$ cat src/rtl/ctrl_sequencer.sv
// ctrl_sequencer: multi-cycle timing/control unit for the model computer.
// Sequences each instruction through FETCH, DECODE and EXEC beats, plus
// IMM / EXEC2 for instructions carrying an immediate word and WAIT_IO for
// the port handshakes. Control strobes come from the current state and the
// opcode latched at the end of DECODE. The exceptions are the WAIT_IO
// handshake strobes and the jg choice in IMM, which also depend on the
// inputs sampled in that same cycle.
//
// Ports:
//   clk, rst_n          clock (rising edge), synchronous active-low reset
//   run                 leave IDLE when high
//   mova..halt          one-hot instruction lines from the decoder
//   gt_flag             ALU greater-than flag (used by jg in IMM)
//   in_valid, out_ready I/O device handshakes
//   dec_en, ir_ld, pc_inc, pc_ld, mem_rd, mem_wr, addr_sel, addr_ld,
//   reg_we, reg_src, alu_sub, flag_ld, in_ack, out_ld
//                       datapath control strobes
//   halted              level, high in HALT
//   state               current state, for debug
module ctrl_sequencer #(
    parameter int IO_TIMEOUT = 0
) (
    input  logic       clk,
    input  logic       rst_n,
    input  logic       run,
    input  logic       mova,
    input  logic       movb,
    input  logic       movc,
    input  logic       movd,
    input  logic       movi,
    input  logic       add,
    input  logic       sub,
    input  logic       jmp,
    input  logic       jg,
    input  logic       in1,
    input  logic       out1,
    input  logic       halt,
    input  logic       gt_flag,
    input  logic       in_valid,
    input  logic       out_ready,
    output logic       dec_en,
    output logic       ir_ld,
    output logic       pc_inc,
    output logic       pc_ld,
    output logic       mem_rd,
    output logic       mem_wr,
    output logic [1:0] addr_sel,
    output logic       addr_ld,
    output logic       reg_we,
    output logic [1:0] reg_src,
    output logic       alu_sub,
    output logic       flag_ld,
    output logic       in_ack,
    output logic       out_ld,
    output logic       halted,
    output logic [2:0] state
);

    typedef enum logic [2:0] {
        S_IDLE    = 3'd0,
        S_FETCH   = 3'd1,
        S_DECODE  = 3'd2,
        S_EXEC    = 3'd3,
        S_IMM     = 3'd4,
        S_EXEC2   = 3'd5,
        S_WAIT_IO = 3'd6,
        S_HALT    = 3'd7
    } state_t;

    // Bit positions of each instruction inside the latched opcode vector.
    localparam int OP_MOVA = 11;
    localparam int OP_MOVB = 10;
    localparam int OP_MOVC = 9;
    localparam int OP_MOVD = 8;
    localparam int OP_MOVI = 7;
    localparam int OP_ADD  = 6;
    localparam int OP_SUB  = 5;
    localparam int OP_JMP  = 4;
    localparam int OP_JG   = 3;
    localparam int OP_IN1  = 2;
    localparam int OP_OUT1 = 1;
    localparam int OP_HALT = 0;

    // The counter only has to reach IO_TIMEOUT-1.
    localparam int CW = (IO_TIMEOUT > 1) ? $clog2(IO_TIMEOUT) : 1;

    state_t          r_state;
    state_t          w_state_next;
    logic [11:0]     r_op;
    logic [11:0]     w_lines;
    logic            w_onehot;
    logic [CW-1:0]   r_io_cnt;
    logic [CW-1:0]   w_io_cnt_next;
    logic            w_timeout;

    assign w_lines = {mova, movb, movc, movd, movi, add, sub,
                      jmp, jg, in1, out1, halt};

    // Exactly one line set; zero or several lines decode as a NOP.
    assign w_onehot = (w_lines != 12'd0) &&
                      ((w_lines & (w_lines - 12'd1)) == 12'd0);

    // A timeout of 0 disables the limit, so WAIT_IO can last forever.
    assign w_timeout = (IO_TIMEOUT > 0) && (r_io_cnt == CW'(IO_TIMEOUT - 1));

    assign state = r_state;

    always_ff @(posedge clk) begin
        if (!rst_n) begin
            r_state  <= S_IDLE;
            r_op     <= 12'd0;
            r_io_cnt <= '0;
        end else begin
            r_state  <= w_state_next;
            r_io_cnt <= w_io_cnt_next;
            if (r_state == S_DECODE) begin
                r_op <= w_lines;
            end
        end
    end

    always_comb begin
        w_state_next  = r_state;
        w_io_cnt_next = '0;
        dec_en        = 1'b0;
        ir_ld         = 1'b0;
        pc_inc        = 1'b0;
        pc_ld         = 1'b0;
        mem_rd        = 1'b0;
        mem_wr        = 1'b0;
        addr_sel      = 2'd0;
        addr_ld       = 1'b0;
        reg_we        = 1'b0;
        reg_src       = 2'd0;
        alu_sub       = 1'b0;
        flag_ld       = 1'b0;
        in_ack        = 1'b0;
        out_ld        = 1'b0;
        halted        = 1'b0;

        case (r_state)
            S_IDLE: begin
                if (run) begin
                    w_state_next = S_FETCH;
                end
            end

            S_FETCH: begin
                mem_rd       = 1'b1;
                ir_ld        = 1'b1;
                pc_inc       = 1'b1;
                w_state_next = S_DECODE;
            end

            S_DECODE: begin
                dec_en       = 1'b1;
                w_state_next = w_onehot ? S_EXEC : S_FETCH;
            end

            S_EXEC: begin
                // r_op is guaranteed one-hot here, so the priority order
                // below never has to resolve a conflict.
                dec_en       = 1'b1;
                w_state_next = S_FETCH;
                if (r_op[OP_MOVA]) begin
                    reg_we = 1'b1;
                end else if (r_op[OP_MOVB]) begin
                    mem_wr   = 1'b1;
                    addr_sel = 2'd1;
                end else if (r_op[OP_MOVC]) begin
                    mem_rd   = 1'b1;
                    addr_sel = 2'd1;
                    reg_we   = 1'b1;
                    reg_src  = 2'd2;
                end else if (r_op[OP_ADD] || r_op[OP_SUB]) begin
                    reg_we  = 1'b1;
                    reg_src = 2'd1;
                    flag_ld = 1'b1;
                    alu_sub = r_op[OP_SUB];
                end else if (r_op[OP_MOVI] || r_op[OP_MOVD] ||
                             r_op[OP_JMP]  || r_op[OP_JG]) begin
                    w_state_next = S_IMM;
                end else if (r_op[OP_IN1] || r_op[OP_OUT1]) begin
                    w_state_next = S_WAIT_IO;
                end else if (r_op[OP_HALT]) begin
                    w_state_next = S_HALT;
                end
            end

            S_IMM: begin
                // The immediate word sits at the current PC.
                mem_rd       = 1'b1;
                w_state_next = S_FETCH;
                if (r_op[OP_MOVI]) begin
                    reg_we  = 1'b1;
                    reg_src = 2'd2;
                    pc_inc  = 1'b1;
                end else if (r_op[OP_MOVD]) begin
                    addr_ld      = 1'b1;
                    pc_inc       = 1'b1;
                    w_state_next = S_EXEC2;
                end else if (r_op[OP_JMP]) begin
                    pc_ld = 1'b1;
                end else if (r_op[OP_JG]) begin
                    // Not taken still has to step over the immediate word.
                    pc_ld  = gt_flag;
                    pc_inc = !gt_flag;
                end
            end

            S_EXEC2: begin
                mem_rd       = 1'b1;
                addr_sel     = 2'd2;
                reg_we       = 1'b1;
                reg_src      = 2'd2;
                w_state_next = S_FETCH;
            end

            S_WAIT_IO: begin
                if (r_op[OP_IN1] && in_valid) begin
                    reg_we       = 1'b1;
                    reg_src      = 2'd3;
                    in_ack       = 1'b1;
                    w_state_next = S_FETCH;
                end else if (r_op[OP_OUT1] && out_ready) begin
                    out_ld       = 1'b1;
                    w_state_next = S_FETCH;
                end else if (w_timeout) begin
                    w_state_next = S_FETCH;
                end else if (IO_TIMEOUT > 0) begin
                    w_io_cnt_next = r_io_cnt + CW'(1);
                end
            end

            S_HALT: begin
                halted = 1'b1;
            end

            default: begin
                w_state_next = S_IDLE;
            end
        endcase
    end

endmodule

$ cat config.mk
export PLATFORM = sky130hd
export DESIGN_NAME = ctrl_sequencer
export DESIGN_NICKNAME = d
export VERILOG_FILES = /design/src/rtl/ctrl_sequencer.sv
export SDC_FILE = /design/constraint.sdc
export NUM_CORES = 1
export LEC_CHECK = 0
export BUFFER_PORTS_ARGS = -buffer_cell sky130_fd_sc_hd__buf_2
export CAP_MARGIN = 5
export CELL_PAD_IN_SITES_DETAIL_PLACEMENT = 0
export CELL_PAD_IN_SITES_GLOBAL_PLACEMENT = 1
export CORE_MARGIN = 3
export CORE_UTILIZATION = 33
export DETAILED_ROUTE_END_ITERATION = 7
export PLACE_DENSITY = 0.86
export RECOVER_POWER = 25
export SLEW_MARGIN = 20
export SYNTH_ARGS = -nofsm -noshare
export SYNTH_HDL_FRONTEND = slang
export SYNTH_SLANG_ARGS = --single-unit
$ cat constraint.sdc
create_clock -name clk -period 1.6 [get_ports clk]
set_input_delay 0.32 -clock clk [delete_from_list [all_inputs] [get_ports clk]]
set_output_delay 0.32 -clock clk [all_outputs]
set_load 0.05 [all_outputs]
== Word-level counts from Yosys, hierarchy flattened ==
Cells that the tools add are included.

* Add/subtract/negate cells: 1
* Equal/unequal tests: 9
* Muxes and demuxes: 68
* Bitwise gates (word level): 1
* Reductions and logical operators: 16

{| class="wikitable"
|+ Operators by type and width
! kind !! number
|-
| $mux 1 || 44
|-
| $mux 3 || 12
|-
| $pmux 3 s7 || 1
|-
| $and 12x12->12 || 1
|-
| $eq 3x3->1 const B || 4
|-
| $logic_not 12->1 || 1
|-
| $mux 2 || 6
|-
| $reduce_bool 12->1 || 1
|-
| $sub 12x1->12 const B || 1
|-
| $pmux 2 s4 || 1
|-
| $reduce_bool 7->1 || 1
|-
| $eq 3x2->1 const B || 2
|-
| $logic_or 1x1->1 || 5
|-
| $pmux 1 s2 || 2
|-
| $pmux 1 s4 || 1
|-
| $pmux 2 s2 || 1
|-
| $eq 3x1->1 const B || 1
|-
| $logic_and 1x1->1 || 3
|-
| $logic_not 3->1 || 1
|-
| $ne 3x3->1 const B || 1
|-
| $reduce_and 3->1 || 1
|-
| $reduce_or 3->1 || 1
|-
| $ne 2x2->1 const B || 1
|-
| $reduce_or 2->1 || 1
|-
| $logic_not 1->1 || 1
|}

* Flip-flop bits (word level): 15
* Bits of input ports: 18
* Output and inout bits: 20
* Logic and storage cells: 97

== Logic depth before layout (Yosys ltp) ==
Gate-level depths: netlist of run 1.

* Depth in word-level cells: 9
* Gate-level depth with buffers: 5
* Depth with buffers taken out: 4

== Worst setup path before layout of run 1 ==
No wires, ideal clock.

* Path kind: reg2out
* From: register r_state[0] (netlist: state[0])
* To: output port pc_inc
* Arrival time: 2774 ps
* Data required time: 1280 ps
* Setup slack: -1494 ps
* Cell stages (with the launch flop): 5
* Buffers on the path: 1
* Cell sequence: dfxtp_1 clkbuf_1 inv_1 nor3_1 o21bai_1

* Word-level cells in the longest chain between the ends: 2
* Elaborated cells on any way between the ends: 3
* Those cells by class: eq/ne: 2; mux: 1

{| class="wikitable"
|+ Ends and longest elaborated chain
! element !! line !! source
|-
| start, declared || 87 || <nowiki>state_t r_state;</nowiki>
|-
| start signal, assigned || 114 || <nowiki>r_state <= w_state_next;</nowiki>
|-
| $eq 3x3->1 / $eq 3x1->1 (equally long branches) || 141 || <nowiki>case (r_state)</nowiki>
|-
| $pmux 1 s2 (*) || 141 ||
|-
| end, declared || 43 || <nowiki>output logic pc_inc,</nowiki>
|}

Every way passes the cells marked *; elsewhere a longest branch is shown, timed or not.

== Worst setup path after layout of run 1 ==
* From: register r_op[6]
* To: output port reg_we

* Word-level cells in the longest chain between the ends: 6

{| class="wikitable"
|+ Ends and longest elaborated chain
! element !! line !! source
|-
| start, declared || 89 || <nowiki>logic [11:0] r_op;</nowiki>
|-
| start signal, assigned || 117 || <nowiki>r_op <= w_lines;</nowiki>
|-
| $logic_or 1x1->1 || 175 || <nowiki>end else if (r_op[OP_ADD] || r_op[OP_SUB]) begin</nowiki>
|-
| $mux 1 || 175 ||
|-
| $mux 1 || 170 || <nowiki>end else if (r_op[OP_MOVC]) begin</nowiki>
|-
| $mux 1 || 167 || <nowiki>end else if (r_op[OP_MOVB]) begin</nowiki>
|-
| $mux 1 || 165 || <nowiki>if (r_op[OP_MOVA]) begin</nowiki>
|-
| $pmux 1 s4 || 141 ||
|-
| end, declared || 49 || <nowiki>output logic reg_we,</nowiki>
|}

No other way between the ends.

==> run summary, run 1 <==
• **relative slew slack** 0.750
• **aggregate global-route resource usage** 0.201
• **hold slack final** 304 ps
• **chip height** 60.3 µm
• **most frequent cell after synthesis** sky130_fd_sc_hd__nor2_1
• **half-perimeter wire length after placement** 2.54 mm
• **reported leakage power** 0.715 nW
• **worst setup path class** flip-flop to output pin
• **vias per inst** 5.61
• **CTS Hold Bufs** 0
• **placed cell areas** 1440 µm²
• **Area growth syn-to-layout** 85.6%
• **Max Freq** 0.517 GHz
• **final setup violating endpoints** 15
• **ratio of final minimum period to clock period** 1.21
• **count of maximum capacitance violations** 0
• **sequential fraction of the synthesis area** 0.308
• **final worst clock skew** 0.695 ps
• **total gr overflow** 0
• **post-synthesis sequential element count** 15
• **PD cells** 581 nW/µm²
• **worst-path fanout max** 2
• **violations in the final reports** setup timing
• **distinct cell type count of the synthesized netlist** 39
• **standard cell with the maximum stage delay on the critical path** sky130_fd_sc_hd__or3_4
• **area of the die** 3640 µm²
• **number of synthesized flops with an enable pin** 0
• **Pre-antenna DRT Iters** 4
• **Initial Utilization** 0.350
• **count of antenna diodes in the layout** 0
• **count of warnings emitted by yosys** 0
• **measured slew at the worst slew-check pin** 370 ps
• **clock buffer count from CTS** 3
• **layout cell share with drive strength beyond 1** 0.566
• **post-layout min period** 1940 ps
• **average routed wire per standard cell** 16.2 µm
• **Hold Path Class** input port to flip-flop
• **total length of routed wires** 3.56 mm
• **longest individual stage delay on the worst path** 390 ps
• **TritonCTS clock tree** done
• **number of instances in the synthesized netlist** 125
• **horizontal die dimension** 60.3 µm
• **Buffers on Ports** 37
• **largest net degree at the start of global routing** 15
• **final max-slew violation count** 0
• **cell type with the highest aggregate area in the netlist** sky130_fd_sc_hd__dfxtp_1
• **fraction of synthesized cell area taken by the top area cell type** 0.308
• **mean instance size in the synthesized netlist** 7.80 µm²
• **total core area** 2780 µm²
• **prevailing post-synth register cell** sky130_fd_sc_hd__dfxtp_1
• **Data required, critical path** 1280 ps
• **number of global-route vias before repair** 1195
• **run status** complete, but fails checks
• **cell family with most CP delay** compound AO/OA/AOI/OAI gates
• **Buffers & Inverters on Critical Path** 1
• **Post-Layout Inst Area** 1810 µm²
• **total via count after detailed routing** 1235
• **first-pass GRT wire length** 5.55 mm
• **Power Total** 0.00105 W
• **routability-driven placement congestion ratio** 0.856
• **number of buffers on the longest clock path** 2
• **number of H-tree branching levels** 1
• **RSZ-0062 raised after global routing** true
• **Clk pin slew, worst setup/hold paths** 100 ps
• **latest clock arrival within the worst-skew pair** 280 ps
• **cell-by-cell trace of the critical path** or3_4 > a21oi_2 > o21ai_1 > a22o_2 > buf_8
• **final hold violations** 0
• **Max VDD drop** 0.406 mV
• **crit start category** flip-flop
• **arrival time reported for the critical path endpoint** 1620 ps
• **FP Rows** 19
• **final net count** 208
• **remaining routing DRC violations** 0
• **antenna violations before repair** 0
• **most area-consuming cells after synthesis** sky130_fd_sc_hd__dfxtp_1 (31%), sky130_fd_sc_hd__mux2i_1 (13%), sky130_fd_sc_hd__nor2_1 (10%)
• **I/O Pins** 38
• **Post-Route Utilization** 0.650
• **remaining antenna violation count after routing** 0
• **clock tree root driver cell** sky130_fd_sc_hd__clkbuf_4
• **share of flip-flops with an asynchronous set or reset after synthesis** 0
• **Iter 0 DRT Violations** 43
• **post-synthesis instance area** 975 µm²
• **cell types with the highest counts after synthesis** sky130_fd_sc_hd__nor2_1 (26), sky130_fd_sc_hd__dfxtp_1 (15), sky130_fd_sc_hd__mux2i_1 (13)
• **sinks on the clock net** 15
• **number of nets in the synthesized netlist** 143
• **endpoint class of the critical path** output pin
• **setup slack of the critical path after layout** -335 ps
• **total negative slack for setup checks** -2320 ps
-- power breakdown --
group	internal, W	switching [W]
clock network	0.0000927	0.000132
logic	0.000188	0.000224
registers	0.000392	0.0000221
-- per-stage QoR --
step	cells	setup WS, ps
floorplan	125	-240
global placement	208	-83.7
detailed placement	208	-96.1
CTS	218	-315
global route	220	-372
finish	220	-335
-- kinds of logic (layout without fill, tap and decap cells) --
kind of cell	Yosys count	after routing	synth area share
mux	13	13	0.133
flops	15	15	0.308
compound gates	27	27	0.194
fa+ha+maj	1	1	0.0103
buf+inv	11	75	0.0475
simple gates	58	58	0.307
-- final timing paths --
path / slack [ps] / startpoint / cells past startpoint / end
max: -340 / r_op[6] / 5 / reg_we
min reg2reg: 540 / r_op[0] / 2 / r_op[0]
min: 300 / out1 / 3 / r_op[1]
max reg2reg: 20 / state[2] / 5 / state[1]
-- layer usage --
| layer | wire length, µm | part of all wire | vias up | track usage |
|---|---|---|---|---|
| met1 | 1470 | 0.41 | 589 | 0.264 |
| met4 | 75 | 0.021 | 0 | 0.0759 |
| met5 | 0 | 0 | - | 0 |
| li1 | - | - | 587 | - |
| met3 | 201 | 0.056 | 8 | 0.0319 |
| met2 | 1810 | 0.51 | 51 | 0.330 |
-- registers in the layout, summed over array words and instances, names as in the netlist --
register,count
r_op,12
state,3
-- tightest hold or removal path, stage by stage --
cell and delay (ps):
sky130_fd_sc_hd__buf_2 100, sky130_fd_sc_hd__mux2i_1 60, sky130_fd_sc_hd__nor2_1 70
-- placed cells by master (no fill, tap or decap), types with 4 or more instances in the layout --
master / instances
sky130_fd_sc_hd__clkbuf_4: 4
sky130_fd_sc_hd__buf_6: 15
sky130_fd_sc_hd__buf_4: 19
sky130_fd_sc_hd__nor2_1: 22
sky130_fd_sc_hd__buf_2: 19
sky130_fd_sc_hd__dfxtp_1: 11
sky130_fd_sc_hd__mux2i_1: 13
sky130_fd_sc_hd__nand2b_4: 4
sky130_fd_sc_hd__a21oi_1: 4
sky130_fd_sc_hd__buf_8: 9
sky130_fd_sc_hd__nand3_1: 4
-- area by class of cell --
cell class              count  area, µm²
clock buffers               3       22.5
flip-flops and latches     15        310
inverters                   6       31.3
well taps                  31       38.8
repair buffers             65        574
fillers                   223        972
clock inverters             1       5.00
multi-input cells          99        827
-- what timing repair did --
item | 4_1_cts | 5_1_grt
setup endpoints to repair | 15 | 17
gates resized for setup | 49 | 30
pin swaps | 4 | 7
buffers inserted | 6 | 2
Power figures use the tool's default switching activity.
==> run 2, diff against run 1 <==
--- a/config.mk
+++ b/config.mk
@@ -6,7 +6,7 @@
 export NUM_CORES = 1
 export LEC_CHECK = 0
 export BUFFER_PORTS_ARGS = -buffer_cell sky130_fd_sc_hd__buf_2
-export CAP_MARGIN = 5
+export CAP_MARGIN = 40
 export CELL_PAD_IN_SITES_DETAIL_PLACEMENT = 0
 export CELL_PAD_IN_SITES_GLOBAL_PLACEMENT = 1
 export CORE_MARGIN = 3
@@ -14,6 +14,7 @@
 export DETAILED_ROUTE_END_ITERATION = 7
 export PLACE_DENSITY = 0.86
 export RECOVER_POWER = 25
+export SETUP_SLACK_MARGIN = 0.02
 export SLEW_MARGIN = 20
 export SYNTH_ARGS = -nofsm -noshare
 export SYNTH_HDL_FRONTEND = slang
==> run summary, run 2 (same netlist as run 1, synthesis figures left out) <==
• **run status** complete, but fails checks
• **violations in the final reports** setup timing
• **endpoint class of the critical path** output pin
• **antenna violations before repair** 0
• **Pre-antenna DRT Iters** 7
• **remaining routing DRC violations** 0
• **setup slack of the critical path after layout** -326 ps
• **final max-slew violation count** 0
• **largest net degree at the start of global routing** 15
• **chip height** 60.3 µm
• **Clk pin slew, worst setup/hold paths** 100 ps
• **post-layout min period** 1930 ps
• **total negative slack for setup checks** -1820 ps
• **Buffers & Inverters on Critical Path** 1
• **final net count** 215
• **worst-path fanout max** 2
• **Data required, critical path** 1280 ps
• **most common cell after layout, fill and taps aside** sky130_fd_sc_hd__buf_4
• **R2R Path End** r_op[6]
• **count of maximum capacitance violations** 0
• **remaining antenna violation count after routing** 0
• **worst setup path class** flip-flop to output pin
• **clock buffer count from CTS** 3
• **Power Total** 0.00107 W
• **longest individual stage delay on the worst path** 390 ps
• **measured slew at the worst slew-check pin** 383 ps
• **TritonCTS clock tree** done
• **clock tree root driver cell** sky130_fd_sc_hd__clkbuf_4
• **Largest Register** r_op
• **hold path startpoint** rst_n
• **Area growth syn-to-layout** 86.5%
• **routability-driven placement congestion ratio** 0.848
• **most frequent cells in the layout** sky130_fd_sc_hd__buf_4 (24), sky130_fd_sc_hd__nor2_1 (21), sky130_fd_sc_hd__buf_2 (21)
• **hold slack final** 278 ps
• **startpoint of the worst register-to-register path** state[1]
• **Buffers on Ports** 37
• **Cell Count, Final, Fillers Out** 227
• **cell-by-cell trace of the critical path** or3_4 > a21oi_2 > o21ai_1 > a22o_2 > buf_8
• **crit start category** flip-flop
• **horizontal die dimension** 60.3 µm
• **vias per inst** 5.45
• **FP Rows** 19
• **Max Freq** 0.519 GHz
• **number of H-tree branching levels** 1
• **latest clock arrival within the worst-skew pair** 280 ps
• **reported leakage power** 0.743 nW
• **Max VDD drop** 0.606 mV
• **first-pass GRT wire length** 5.35 mm
• **final worst clock skew** 5.27 ps
• **RSZ-0062 raised after global routing** true
• **Hold Path Class** input port to flip-flop
• **sinks on the clock net** 15
• **number of buffers on the longest clock path** 2
• **total length of routed wires** 3.47 mm
• **relative slew slack** 0.744
• **total via count after detailed routing** 1237
• **PD cells** 590 nW/µm²
• **FF-to-FF path depth** 6
• **average routed wire per standard cell** 15.3 µm
• **cell family with most CP delay** compound AO/OA/AOI/OAI gates
• **half-perimeter wire length after placement** 2.35 mm
• **Endpoint, Worst Hold** state[2]
• **Post-Layout Inst Area** 1820 µm²
• **I/O Pins** 38
• **final hold violations** 0
• **area of the die** 3640 µm²
• **placed cell count** 207
• **CTS Hold Bufs** 0
• **Initial Utilization** 0.350
• **count of antenna diodes in the layout** 0
• **Critical Path Stages** 5
• **aggregate global-route resource usage** 0.192
• **ratio of final minimum period to clock period** 1.20
• **standard cell with the maximum stage delay on the critical path** sky130_fd_sc_hd__or3_4
• **total core area** 2780 µm²
• **number of global-route vias before repair** 1171
• **register-to-register path setup slack** 40 ps
• **Largest register FFs** 12
• **worst hold path depth** 2
• **total gr overflow** 0
• **layout cell share with drive strength beyond 1** 0.571
• **arrival time reported for the critical path endpoint** 1610 ps
• **Iter 0 DRT Violations** 79
• **placed cell areas** 1440 µm²
• **final setup violating endpoints** 14
## run 2: cell types whose count changed in the layout (fill, tap and decap cells not counted), sizes merged
cell	delta
clkinvlp	-1
inv	+1
clkbuf	+3
buf	+4
## run 2: how the worst max path moves through the flow
stage          startpoint  endpoint  slack, ps
3_3_place_gp      r_op[6]    reg_we       -110
5_1_grt           r_op[6]    reg_we       -410
2_1_floorplan    state[0]    pc_inc       -240
4_1_cts           r_op[6]    reg_we       -330
3_5_place_dp      r_op[6]    reg_we       -110
6_report          r_op[6]    reg_we       -330
## run 2: power by group
group / switching, W / total (W) / internal (W) / leakage [nW]
registers: 0.0000248 / 0.000415 / 0.000390 / 0.125
logic: 0.000230 / 0.000437 / 0.000206 / 0.600
clock network: 0.000129 / 0.000221 / 0.0000928 / 0.0177
total: 0.000384 / 0.00107 / 0.000690 / 0.743
## run 2: area by class of cell
type / instances / area [µm²]
fillers: 219 / 963
multi-input cells: 99 / 827
repair buffers: 72 / 586
flip-flops and latches: 15 / 314
well taps: 31 / 38.8
inverters: 6 / 25.0
clock buffers: 3 / 22.5
clock inverters: 1 / 5.00
## run 2: per-stage QoR
step	worst slack, ps	util
after floorplan	-240	-
after global placement	-109	0.519
after detailed placement	-115	0.519
after CTS	-327	0.602
after global routing	-407	0.654
final	-326	0.654
## run 2: timing repair
action | CTS | global route
buffers inserted | 6 | 10
resized for setup | 47 | 25
pin swaps | 6 | 6
endpoints found under the setup margin | 15 | 18
## run 2: metal layers
layer,wire [µm],vias to the layer above,GRT usage,share of wire
li1,-,600,-,-
met1,1550,579,0.262,0.45
met2,1670,54,0.287,0.48
met3,235,4,0.0426,0.068
met4,22,0,0.0886,0.0063
met5,0,-,0,0
## run 2: worst reg2reg max path, stage by stage, from the launching register on
cell	delay, ps
sky130_fd_sc_hd__dfxtp_4	390
sky130_fd_sc_hd__clkbuf_2	130
sky130_fd_sc_hd__nand2b_1	140
sky130_fd_sc_hd__nor2_1	130
sky130_fd_sc_hd__clkbuf_2	360
sky130_fd_sc_hd__mux2i_1	240
sky130_fd_sc_hd__nor2_1	60
==> run 3, diff against run 2 <==
--- a/config.mk
+++ b/config.mk
@@ -9,7 +9,7 @@
 export CAP_MARGIN = 40
 export CELL_PAD_IN_SITES_DETAIL_PLACEMENT = 0
 export CELL_PAD_IN_SITES_GLOBAL_PLACEMENT = 1
-export CORE_MARGIN = 3
+export CORE_MARGIN = 4
 export CORE_UTILIZATION = 33
 export DETAILED_ROUTE_END_ITERATION = 7
 export PLACE_DENSITY = 0.86
==> run summary, run 3 (same netlist as run 1, synthesis figures left out) <==
• **cell-by-cell trace of the critical path** or3_4 > a21oi_2 > o21ai_1 > a22o_2 > buf_8
• **Largest Register** r_op
• **net switching fraction of the power** 0.352
• **sequential share of power** 0.392
• **post-placement worst setup slack** -112 ps
• **most frequent cells in the layout** sky130_fd_sc_hd__buf_4 (25), sky130_fd_sc_hd__nor2_1 (21), sky130_fd_sc_hd__buf_2 (21)
• **Iter 0 DRT Violations** 111
• **number of global-route vias before repair** 1157
• **worst-path fanout max** 2
• **Buffers on Ports** 37
• **Clk pin slew, worst setup/hold paths** 100 ps
• **Hold Path Class** input port to flip-flop
• **remaining routing DRC violations** 0
• **FP Rows** 19
• **longest individual stage delay on the worst path** 390 ps
• **number of buffers on the longest clock path** 2
• **horizontal die dimension** 62.3 µm
• **chip height** 62.3 µm
• **antenna violations before repair** 0
• **setup slack of the critical path after layout** -335 ps
• **sequential cell area** 312 µm²
• **relative slew slack** 0.728
• **worst setup path class** flip-flop to output pin
• **total negative slack for setup checks** -2050 ps
• **average routed wire per standard cell** 16.3 µm
• **endpoint class of the critical path** output pin
• **half-perimeter wire length after placement** 2.44 mm
• **total core area** 2780 µm²
• **final worst clock skew** 3.90 ps
• **total via count after detailed routing** 1251
• **standard cell with the maximum stage delay on the critical path** sky130_fd_sc_hd__or3_4
• **Largest register FFs** 12
• **area of the die** 3890 µm²
• **vias per inst** 5.58
• **routability-driven placement congestion ratio** 0.853
• **P_sw** 0.000371 W
• **PD cells** 589 nW/µm²
• **Data required, critical path** 1280 ps
• **aggregate global-route resource usage** 0.172
• **sinks on the clock net** 15
• **total gr overflow** 0
• **number of H-tree branching levels** 1
• **cell family with most CP delay** compound AO/OA/AOI/OAI gates
• **final max-slew violation count** 0
• **ratio of final minimum period to clock period** 1.21
• **Max VDD drop** 0.698 mV
• **latest clock arrival within the worst-skew pair** 270 ps
• **CTS Hold Bufs** 0
• **final hold violations** 0
• **internal power** 0.000681 W
• **violations in the final reports** setup timing
• **Area growth syn-to-layout** 83.4%
• **combinational share of power** 0.399
• **reported leakage power** 0.719 nW
• **combined area of the multi-input logic cells** 818 µm²
• **Initial Utilization** 0.350
• **clock tree root driver cell** sky130_fd_sc_hd__clkbuf_4
• **remaining antenna violation count after routing** 0
• **Buffers & Inverters on Critical Path** 1
• **run status** complete, but fails checks
• **final net count** 212
• **final setup violating endpoints** 14
• **first-pass GRT wire length** 5.64 mm
• **RSZ-0062 raised after global routing** true
• **most common cell after layout, fill and taps aside** sky130_fd_sc_hd__buf_4
• **layout cell share with drive strength beyond 1** 0.554
• **largest net degree at the start of global routing** 15
• **post-layout min period** 1930 ps
• **total length of routed wires** 3.64 mm
• **count of antenna diodes in the layout** 0
• **Pre-antenna DRT Iters** 4
• **I/O Pins** 38
• **count of maximum capacitance violations** 0
• **Max Freq** 0.517 GHz
• **measured slew at the worst slew-check pin** 403 ps
• **arrival time reported for the critical path endpoint** 1610 ps
• **power share of the clock group** 0.209
• **TritonCTS clock tree** done
• **Filler Cells Inserted** 211
• **clock buffer count from CTS** 3
• **crit start category** flip-flop
[run 3: changes by cell type in the layout (fill, tap and decap cells not counted), sizes merged]
| cell | delta |
|---|---|
| buf | +1 |
| clkbuf | -3 |
| inv | -1 |
| clkinv | -1 |
| clkinvlp | +1 |
[run 3: worst paths after layout]
check / startpoint / end / slack (ps) / cells past startpoint
setup / recovery: r_op[9] / reg_we / -330 / 5
hold / removal: rst_n / state[2] / 280 / 2
setup reg to reg: state[2] / state[1] / -30 / 6
hold reg to reg: r_op[0] / r_op[0] / 540 / 2
[run 3: cell type report]
type / instances / share of cell area
inverters: 6 / 0.0161
flip-flops and latches: 15 / 0.174
multi-input cells: 99 / 0.458
clock buffers: 4 / 0.0147
well taps: 31 / 0.0217
repair buffers: 69 / 0.316
[run 3: layer usage]
layer / track usage / part of all wire
met1: 0.239 / 0.43
met2: 0.286 / 0.49
met3: 0.0234 / 0.065
met4: 0.0318 / 0.012
met5: 0 / 0
[run 3: repair_timing]
item / 4_1_cts / 5_1_grt
endpoints found under the setup margin: 15 / 19
pin swaps: 5 / 6
gates resized for setup: 44 / 23
buffers inserted: 12 / 4
[run 3: through the flow]
stage | area, µm² | instances | hold WS (ps) | total power (W) | utilization
floorplan | 1110 | 125 | 437 | 0.000635 | -
global placement | 1440 | 206 | 512 | 0.000731 | 0.516
detailed placement | 1440 | 206 | 518 | 0.000737 | 0.516
CTS | 1700 | 222 | 267 | 0.00103 | 0.613
global route | 1790 | 224 | 292 | 0.00110 | 0.643
finish | 1790 | 224 | 278 | 0.00105 | 0.643
[run 3: power by group through the flow]
stage / registers, W / clock network, W / logic [W]
2_1_floorplan: 0.000433 / 0 / 0.000201
3_3_place_gp: 0.000423 / 0 / 0.000309
3_5_place_dp: 0.000424 / 0 / 0.000313
4_1_cts: 0.000410 / 0.000224 / 0.000396
5_1_grt: 0.000415 / 0.000240 / 0.000447
6_report: 0.000413 / 0.000220 / 0.000420
